<file path="src/rtl/stream_pkg.sv">
// Shared definitions for the stream demux slice: FSM state codes,
// default datapath width and the packed {last, data} beat record.
package stream_pkg;

  localparam int DEFAULT_DATA_W = 8;

  localparam logic [1:0] ST_IDLE  = 2'd0;
  localparam logic [1:0] ST_LOCK0 = 2'd1;
  localparam logic [1:0] ST_LOCK1 = 2'd2;

  typedef struct packed {
    logic                      last;
    logic [DEFAULT_DATA_W-1:0] data;
  } beat_t;

endpackage

</file>
<file path="src/rtl/stream_fifo2.sv">
// Two-entry synchronous FIFO. The head entry is a register that drives the
// output directly, so consumers never see a combinational path through the
// FIFO. A push into a full FIFO is refused even if a pop happens that cycle.
module stream_fifo2
  import stream_pkg::*;
#(
  parameter int W = DEFAULT_DATA_W + 1
) (
  input  logic         clk,
  input  logic         rst,
  input  logic         push,
  input  logic         pop,
  input  logic [W-1:0] din,
  output logic [W-1:0] dout,
  output logic         full,
  output logic         empty
);

  logic [W-1:0] head;
  logic [W-1:0] tail;
  logic [1:0]   count;
  logic         do_push;
  logic         do_pop;

  assign full    = (count == 2'd2);
  assign empty   = (count == 2'd0);
  assign do_push = push && !full;
  assign do_pop  = pop && !empty;
  assign dout    = head;

  // Shift-register style storage: head is always the oldest entry.
  always_ff @(posedge clk) begin
    if (rst) begin
      head  <= '0;
      tail  <= '0;
      count <= 2'd0;
    end else begin
      case ({do_push, do_pop})
        2'b10: begin
          if (count == 2'd0) head <= din;
          else               tail <= din;
          count <= count + 2'd1;
        end
        2'b01: begin
          head  <= tail;
          count <= count - 2'd1;
        end
        2'b11: begin
          // Only reachable with exactly one entry: replace it in place.
          head <= din;
        end
        default: ;
      endcase
    end
  end

endmodule

</file>
<file path="src/rtl/stream_demux.sv">
// 1:2 valid/ready byte-stream demultiplexer. The destination is chosen from
// s_sel on the first beat of a packet and held until the beat carrying
// s_last, so a packet never straddles both outputs. Each output is buffered
// by its own two-entry FIFO, and per-port counters track accepted beats.
module stream_demux
  import stream_pkg::*;
#(
  parameter int DATA_W = DEFAULT_DATA_W,
  parameter int CNT_W  = 16
) (
  input  logic              clk,
  input  logic              rst,
  input  logic              s_valid,
  output logic              s_ready,
  input  logic [DATA_W-1:0] s_data,
  input  logic              s_last,
  input  logic              s_sel,
  output logic              m0_valid,
  input  logic              m0_ready,
  output logic [DATA_W-1:0] m0_data,
  output logic              m0_last,
  output logic              m1_valid,
  input  logic              m1_ready,
  output logic [DATA_W-1:0] m1_data,
  output logic              m1_last,
  output logic [CNT_W-1:0]  cnt0,
  output logic [CNT_W-1:0]  cnt1
);

  logic [1:0] state;
  logic [1:0] state_next;
  logic       target;
  logic       accept;
  logic       full0;
  logic       full1;
  logic       empty0;
  logic       empty1;

  // Destination port: free choice in IDLE, pinned while a packet is open.
  always_comb begin
    target = s_sel;
    case (state)
      ST_LOCK0: target = 1'b0;
      ST_LOCK1: target = 1'b1;
      default:  target = s_sel;
    endcase
  end

  assign s_ready = !rst && !(target ? full1 : full0);
  assign accept  = s_valid && s_ready;

  // Packet lock: open on a non-final first beat, close on any final beat.
  always_comb begin
    state_next = state;
    if (accept) begin
      if (s_last)                state_next = ST_IDLE;
      else if (state == ST_IDLE) state_next = target ? ST_LOCK1 : ST_LOCK0;
    end
  end

  // State register for the packet lock.
  always_ff @(posedge clk) begin
    if (rst) state <= ST_IDLE;
    else     state <= state_next;
  end

  // Accepted-beat counters, wrapping naturally at their width.
  always_ff @(posedge clk) begin
    if (rst) begin
      cnt0 <= '0;
      cnt1 <= '0;
    end else if (accept) begin
      if (target) cnt1 <= cnt1 + 1'b1;
      else        cnt0 <= cnt0 + 1'b1;
    end
  end

  assign m0_valid = !empty0;
  assign m1_valid = !empty1;

  stream_fifo2 #(.W(DATA_W + 1)) u_fifo0 (
    .clk   (clk),
    .rst   (rst),
    .push  (accept && !target),
    .pop   (m0_valid && m0_ready),
    .din   ({s_last, s_data}),
    .dout  ({m0_last, m0_data}),
    .full  (full0),
    .empty (empty0)
  );

  stream_fifo2 #(.W(DATA_W + 1)) u_fifo1 (
    .clk   (clk),
    .rst   (rst),
    .push  (accept && target),
    .pop   (m1_valid && m1_ready),
    .din   ({s_last, s_data}),
    .dout  ({m1_last, m1_data}),
    .full  (full1),
    .empty (empty1)
  );

endmodule

</file>
<file path="config.mk">
export PLATFORM = sky130hd
export DESIGN_NAME = stream_demux
export DESIGN_NICKNAME = d
export VERILOG_FILES = /design/src/rtl/stream_pkg.sv /design/src/rtl/stream_fifo2.sv /design/src/rtl/stream_demux.sv
export SDC_FILE = /design/constraint.sdc
export NUM_CORES = 1
export LEC_CHECK = 0
export CAP_MARGIN = 20
export CORE_MARGIN = 1
export CORE_UTILIZATION = 45
export DETAILED_ROUTE_END_ITERATION = 12
export MAX_ROUTING_LAYER = met4
export PLACE_DENSITY = 0.71
export SYNTH_ARGS = -nofsm -noshare
export SYNTH_HDL_FRONTEND = slang
export SYNTH_SLANG_ARGS = --single-unit
</file>
<file path="constraint.sdc">
create_clock -name clk -period 5.65 [get_ports clk]
set_clock_uncertainty 0.1 [all_clocks]
set_input_delay 0.565 -clock clk [delete_from_list [all_inputs] [get_ports clk]]
set_output_delay 0.565 -clock clk [all_outputs]
set_load 0.005 [all_outputs]
</file>
==> out/qor.yml <==
finish:
  fin_nets: 454
  layout_common_cells: "74 x dfxtp_1, 66 x clkdlybuf4s50_1, 50 x nor2_1"
  drive_gt1_share_pct: 7.586
  fillers: 656
  num_antenna_cells: 0
  seqCellArea_um2: 1481
  layout_commonest_cell: "dfxtp_1"
  multiInputGateArea_um2: 1780
  utilization_pct: 59.79
  stdcell_count: 534
  area_growth_pct: 27.90
grt:
  grt_start_max_net_pins: 75
  first_global_vias: 2634
  grt-ovfl-total: 0
  grt.total_usage_pct: 21.09
  grt_pass1_wl_um: 12300
  antenna_found_initial: 0
power_and_ir_drop:
  p_sw_uw: 355.0
  pwr-share-comb_pct: 20.2
  switching_share_pct: 27.20
  p_leak_uw: 0.001609
  seq_power_share_pct: 45.1
  clkPwrFrac_pct: 34.7
  ir_drop_mv: 0.1956
  p_per_area_nw_per_um2: 300.9
  p_int_uw: 950.1
  p_total_uw: 1305
timing:
  holdWs_ns: 0.3805
  drv_slew: 0
  rsz0062_at_grt: "no"
  slew_headroom_pct: 50.46
  setup_violations: 0
  max_freq_mhz: 324.0
  setup_tns_ns: 0
  finalHoldViolCount: 0
  finalCriticalPeriod_ns: 3.086
  finalCritPeriodShare_pct: 54.62
  worstMarginPinSlew_ns: 0.7430
logic_synthesis:
  yosys.area.top_type_share_pct: 43.69
  yosys-top-cells-area: "dfxtp_1 44%, mux2i_1 12%, nor2_1 5.5%"
  synth.avg_cell_area_um2: 9.189
  synth_ff_type: "dfxtp_1"
  synthArstFlopShare_pct: 0
  synth_warnings: 0
  synth_cell_types: 38
  syn_nets: 393
  synth_seq_cells: 74
  netlist_area_um2: 3391
  netlist_instances: 369
  yosysTopAreaCell: "dfxtp_1"
  synth-seq-area-share_pct: 43.69
  synth_edf_count: 0
die:
  dieArea_um2: 7886
  io_pins: 68
  die-height_um: 88.81
  core-area_um2: 7253
  start_util_pct: 46.75
  std_cell_rows: 31
  die_w_um: 88.81
worst_setup_path:
  r2r_start: "state[1]"
  crit_arrival_ns: 2.42
  worstSetupPathType: "reg -> out"
  crit_path_max_fanout: 9
  cp-start-kind: "flip-flop"
  reg2regPathDepth: 8
  required_ns: 4.99
  crit_start: "state[1]"
  r2r-end: "u_fifo0.count[1]"
  cp-end-kind: "output pin"
  r2r_setup_slack_ns: 2.77
min_path:
  hold_path.class: "reg -> reg"
  whs_endpoint: "cnt0[15]"
  whs_path_depth: 2
  worstHoldStart: "cnt0[15]"
cts:
  clk_latency_ns: 0.35
  hold_buffers: 0
  cts_resized: 0
  numCtsBuffers: 9
  clock_sinks: 74
  root_buffer: "clkbuf_8"
  clockBufferDepth: 2
  cts.clk_slew.worst_paths_ns: 0.08
  htreeDepth: 3
  cts_setup_buffers: 0
  cts_tree: "yes"
routing:
  drt_iter0_drc: 165
  vias: 2899
  wl_per_cell_um: 13.93
  wl_um: 7441
  via_per_inst: 5.429
  drc_errors: 0
  antenna_left: 0
  dr.pass1.iters: 4
job:
  drv_cap: 0
placed_design:
  dp_hpwl_um: 5072
  io_buffers: 67
  placed_cells: 516
  gp_congestion: 0.7705
outcome:
  status: "finished, final reports clean"
## critical path, stage by stage, from the launching register on
cell and delay, ns:
dfxtp_1 0.33, inv_1 0.06, ha_1 0.33, mux2_4 0.36
mux2_2 0.30, nor2_1 0.14, clkdlybuf4s50_1 0.54
## through the flow
step / cell area (um^2) / worst slack [ns]
2_1_floorplan: 3391 / 2.784
3_3_place_gp: 4104 / 2.452
3_5_place_dp: 4104 / 2.414
4_1_cts: 4322 / 2.569
5_1_grt: 4337 / 2.457
6_report: 4337 / 2.564
## worst max-delay path by stage
stage | slack [ns] | end | depth (start not counted)
2_1_floorplan | 2.78 | u_fifo0.count[1] | 10
3_3_place_gp | 2.45 | u_fifo0.count[1] | 8
3_5_place_dp | 2.41 | u_fifo0.count[1] | 8
4_1_cts | 2.57 | s_ready | 6
5_1_grt | 2.46 | s_ready | 6
6_report | 2.56 | s_ready | 6
## power by group through the flow
stage / registers (uW) / clock network (uW) / logic, uW
2_1_floorplan: 599 / 0 / 152
3_3_place_gp: 599 / 0 / 259
3_5_place_dp: 599 / 0 / 261
4_1_cts: 588 / 464 / 262
5_1_grt: 594 / 487 / 289
6_report: 588 / 453 / 264
## logic make-up after synthesis
family                   after synthesis  synth area share [%]
multiplexers                          45                 13.54
XOR/XNOR                              11                 2.841
flip-flops                            74                 43.69
AND/OR/NAND/NOR                      130                 19.30
AO/OA/AOI/OAI                         68                 13.51
buffers and inverters                 32                 3.800
adder cells (fa/ha/maj)                9                 3.321
## layout make-up
cell class	count	share of cell area (%)
inverters	12	1.039
multi-input cells	263	41.06
clock inverters	7	2.164
repair buffers	70	15.87
well taps	99	2.856
flip-flops and latches	74	34.16
clock buffers	9	2.856
## synthesized netlist by cell type, types with 5 or more instances
cell type  instances
a211oi_1          18
a21oi_1           19
clkbuf_1          14
dfxtp_1           74
ha_1               9
inv_1             12
mux2i_1           41
nand2_1           19
nand3_1           15
nor2_1            50
o21ai_0           10
o31ai_1           11
or3_1              5
or4_1             11
xnor2_1            7
## per-layer routing
metal  global-route usage [%]  wire [um]  up-vias
li1                         -          -     1458
met1                    26.37       3558     1346
met2                    32.31       3327       79
met3                    4.291        358       16
met4                    10.56        197        0
met5                        -          0        -
## sequential cells by signal, indices dropped and copies added (netlist names)
name           cells
u_fifo1.dout       9
cnt0              16
u_fifo0.dout       9
cnt1              16
u_fifo1.tail       9
u_fifo0.tail       9
state              2
u_fifo1.count      2
u_fifo0.count      2
No activity file was read; power rests on OpenSTA's default activity.
==> patch (config.mk and constraints unchanged) <==
The parameter `CNT_W` goes from 16 to 24.
--- a/src/rtl/stream_demux.sv
+++ b/src/rtl/stream_demux.sv
@@ -6,7 +6,7 @@
   import stream_pkg::*;
 #(
   parameter int DATA_W = DEFAULT_DATA_W,
-  parameter int CNT_W  = 16
+  parameter int CNT_W  = 24
 ) (
   input  logic              clk,
   input  logic              rst,
Interface: changed (resized cnt0 and cnt1); port bits go from 68 to 84. No check against the original RTL was run, so the function may have changed too.
==> patch against the original RTL <==
The run now ends with design-rule violations left; clock power up 8.6%; core utilization down 0.24 points; register-to-register slack about the same; cell count up 22%; worst setup slack better by 71 ps; sequential cell count up 16; non-clock buffer count up 16; sequential share of layout area about the same; area after synthesis up 23%; total power up 12%; final area up 21%; routed wire length up 33%; critical endpoint unchanged; largest power group unchanged.
==> patch: results (changes against the original RTL) <==
| Metric | Value |
|---|---|
| Status | finished, violations left |
| Violated checks | design-rule violations |
| Routed wire length | 9860 microns (+33%) |
| Worst Max-Slew Pin Slew | 777 ps (+33.6 ps) |
| Critical Path AT | 2350 ps (-70 ps) |
| Buffer depth of the longest clock path | 2 (unchanged) |
| Proportion of layout cells with a drive suffix above 1 | 5.36% (-2.2 points) |
| Count of buffers from port buffering | 83 (+24%) |
| Part of the Yosys area used for sequential elements | 43.1% (-0.59 points) |
| Biggest registers after layout | cnt0 x24, cnt1 x24 |
| Top post-synthesis cells by area | dfxtp_1 43%, mux2i_1 9.3%, a21oi_1 5.0%, or4_1 4.7%, nor2_1 4.4% |
| Detailed-placement wirelength estimate | 6830 microns (+35%) |
| Gp weighted congestion | 0.810 (+5.1%) |
| Max rail drop VDD | 178 uV (-8.8%) |
| Placed Cells incl. Taps | 633 (+23%) |
| Depth of the most critical reg-to-reg path | 6 (-2) |
| Number of iterations in the first detailed-routing pass | 11 (+7) |
| Maximum net fanout on the critical path | 10 (+1) |
| Net Switching | 383 uW (+7.9%) |
| Global-route usage over all layers | 21.0% (-0.097 points) |
| Final nets | 560 (+23%) |
| Avg Cell Area, Syn | 8.91 sq um (-3.0%) |
| Reported leakage power | 0.00182 uW (+13%) |
| Via count of the first global-routing pass | 3450 (+31%) |
| Maximum number of pins on one net before global-route repair | 68 (-9.3%) |
| Startpoint of the lowest-slack hold path | u_fifo1.dout[7]$_SDFFE_PP0P_ |
| Vias | 3747 (+29%) |
| Final Power | 1460 uW (+12%) |
| Drt first-iter violations | 179 (+8.5%) |
| Drt drc | 2 (+2) |
| Number of nets produced by synthesis | 493 (+25%) |
patch: cell types whose count changed after synthesis, sizes merged, moves of 3 or more:
| cell | before | now |
|---|---|---|
| o21ai | 10 | 21 |
| nand4 | 4 | 15 |
| a21oi | 19 | 42 |
| dfxtp | 74 | 90 |
| o311ai | 3 | 0 |
| o31ai | 13 | 23 |
| inv | 12 | 15 |
| or4 | 12 | 27 |
| or3 | 6 | 17 |
| clkbuf | 14 | 24 |
patch: cell type report:
| class | instances | area (sq um) | area share (%) |
|---|---|---|---|
| inverter | 15 | 56.3 | 1.07 |
| tap | 108 | 135 | 2.56 |
| timing repair buffer | 86 | 848 | 16.1 |
| clock inverter | 5 | 86.3 | 1.64 |
| sequential | 90 | 1800 | 34.2 |
| clock buffer | 11 | 141 | 2.68 |
| multi-input combinational | 334 | 2200 | 41.7 |
patch: logic make-up after synthesis:
group	share of synthesized area, %
flip-flops	43.1
AO/OA/AOI/OAI	15.9
adder cells (fa/ha/maj)	2.69
XOR/XNOR	2.30
AND/OR/NAND/NOR	21.5
buffers and inverters	4.28
multiplexers	10.2
patch: layer usage:
metal | GRT usage, % | part of all wire [%]
met1 | 25.9 | 45
met2 | 34.7 | 50
met3 | 4.22 | 4.2
met4 | 6.08 | 1.1
met5 | - | 0
patch: per-stage QoR:
step           hold slack, ps  area (sq um)  worst slack (ps)
6_report                  400          5270              2630
5_1_grt                   430          5270              2490
4_1_cts                   402          5270              2610
3_5_place_dp              390          5040              2410
3_3_place_gp              369          5040              2550
2_1_floorplan             354          4180              3100
patch: critical path, cell delays in order, from the launching register on:
cell and delay, ps:
dfxtp_1 380, inv_1 60, ha_1 320, mux2_4 370, mux2i_1 180, nor2_1 170
clkdlybuf4s50_1 530
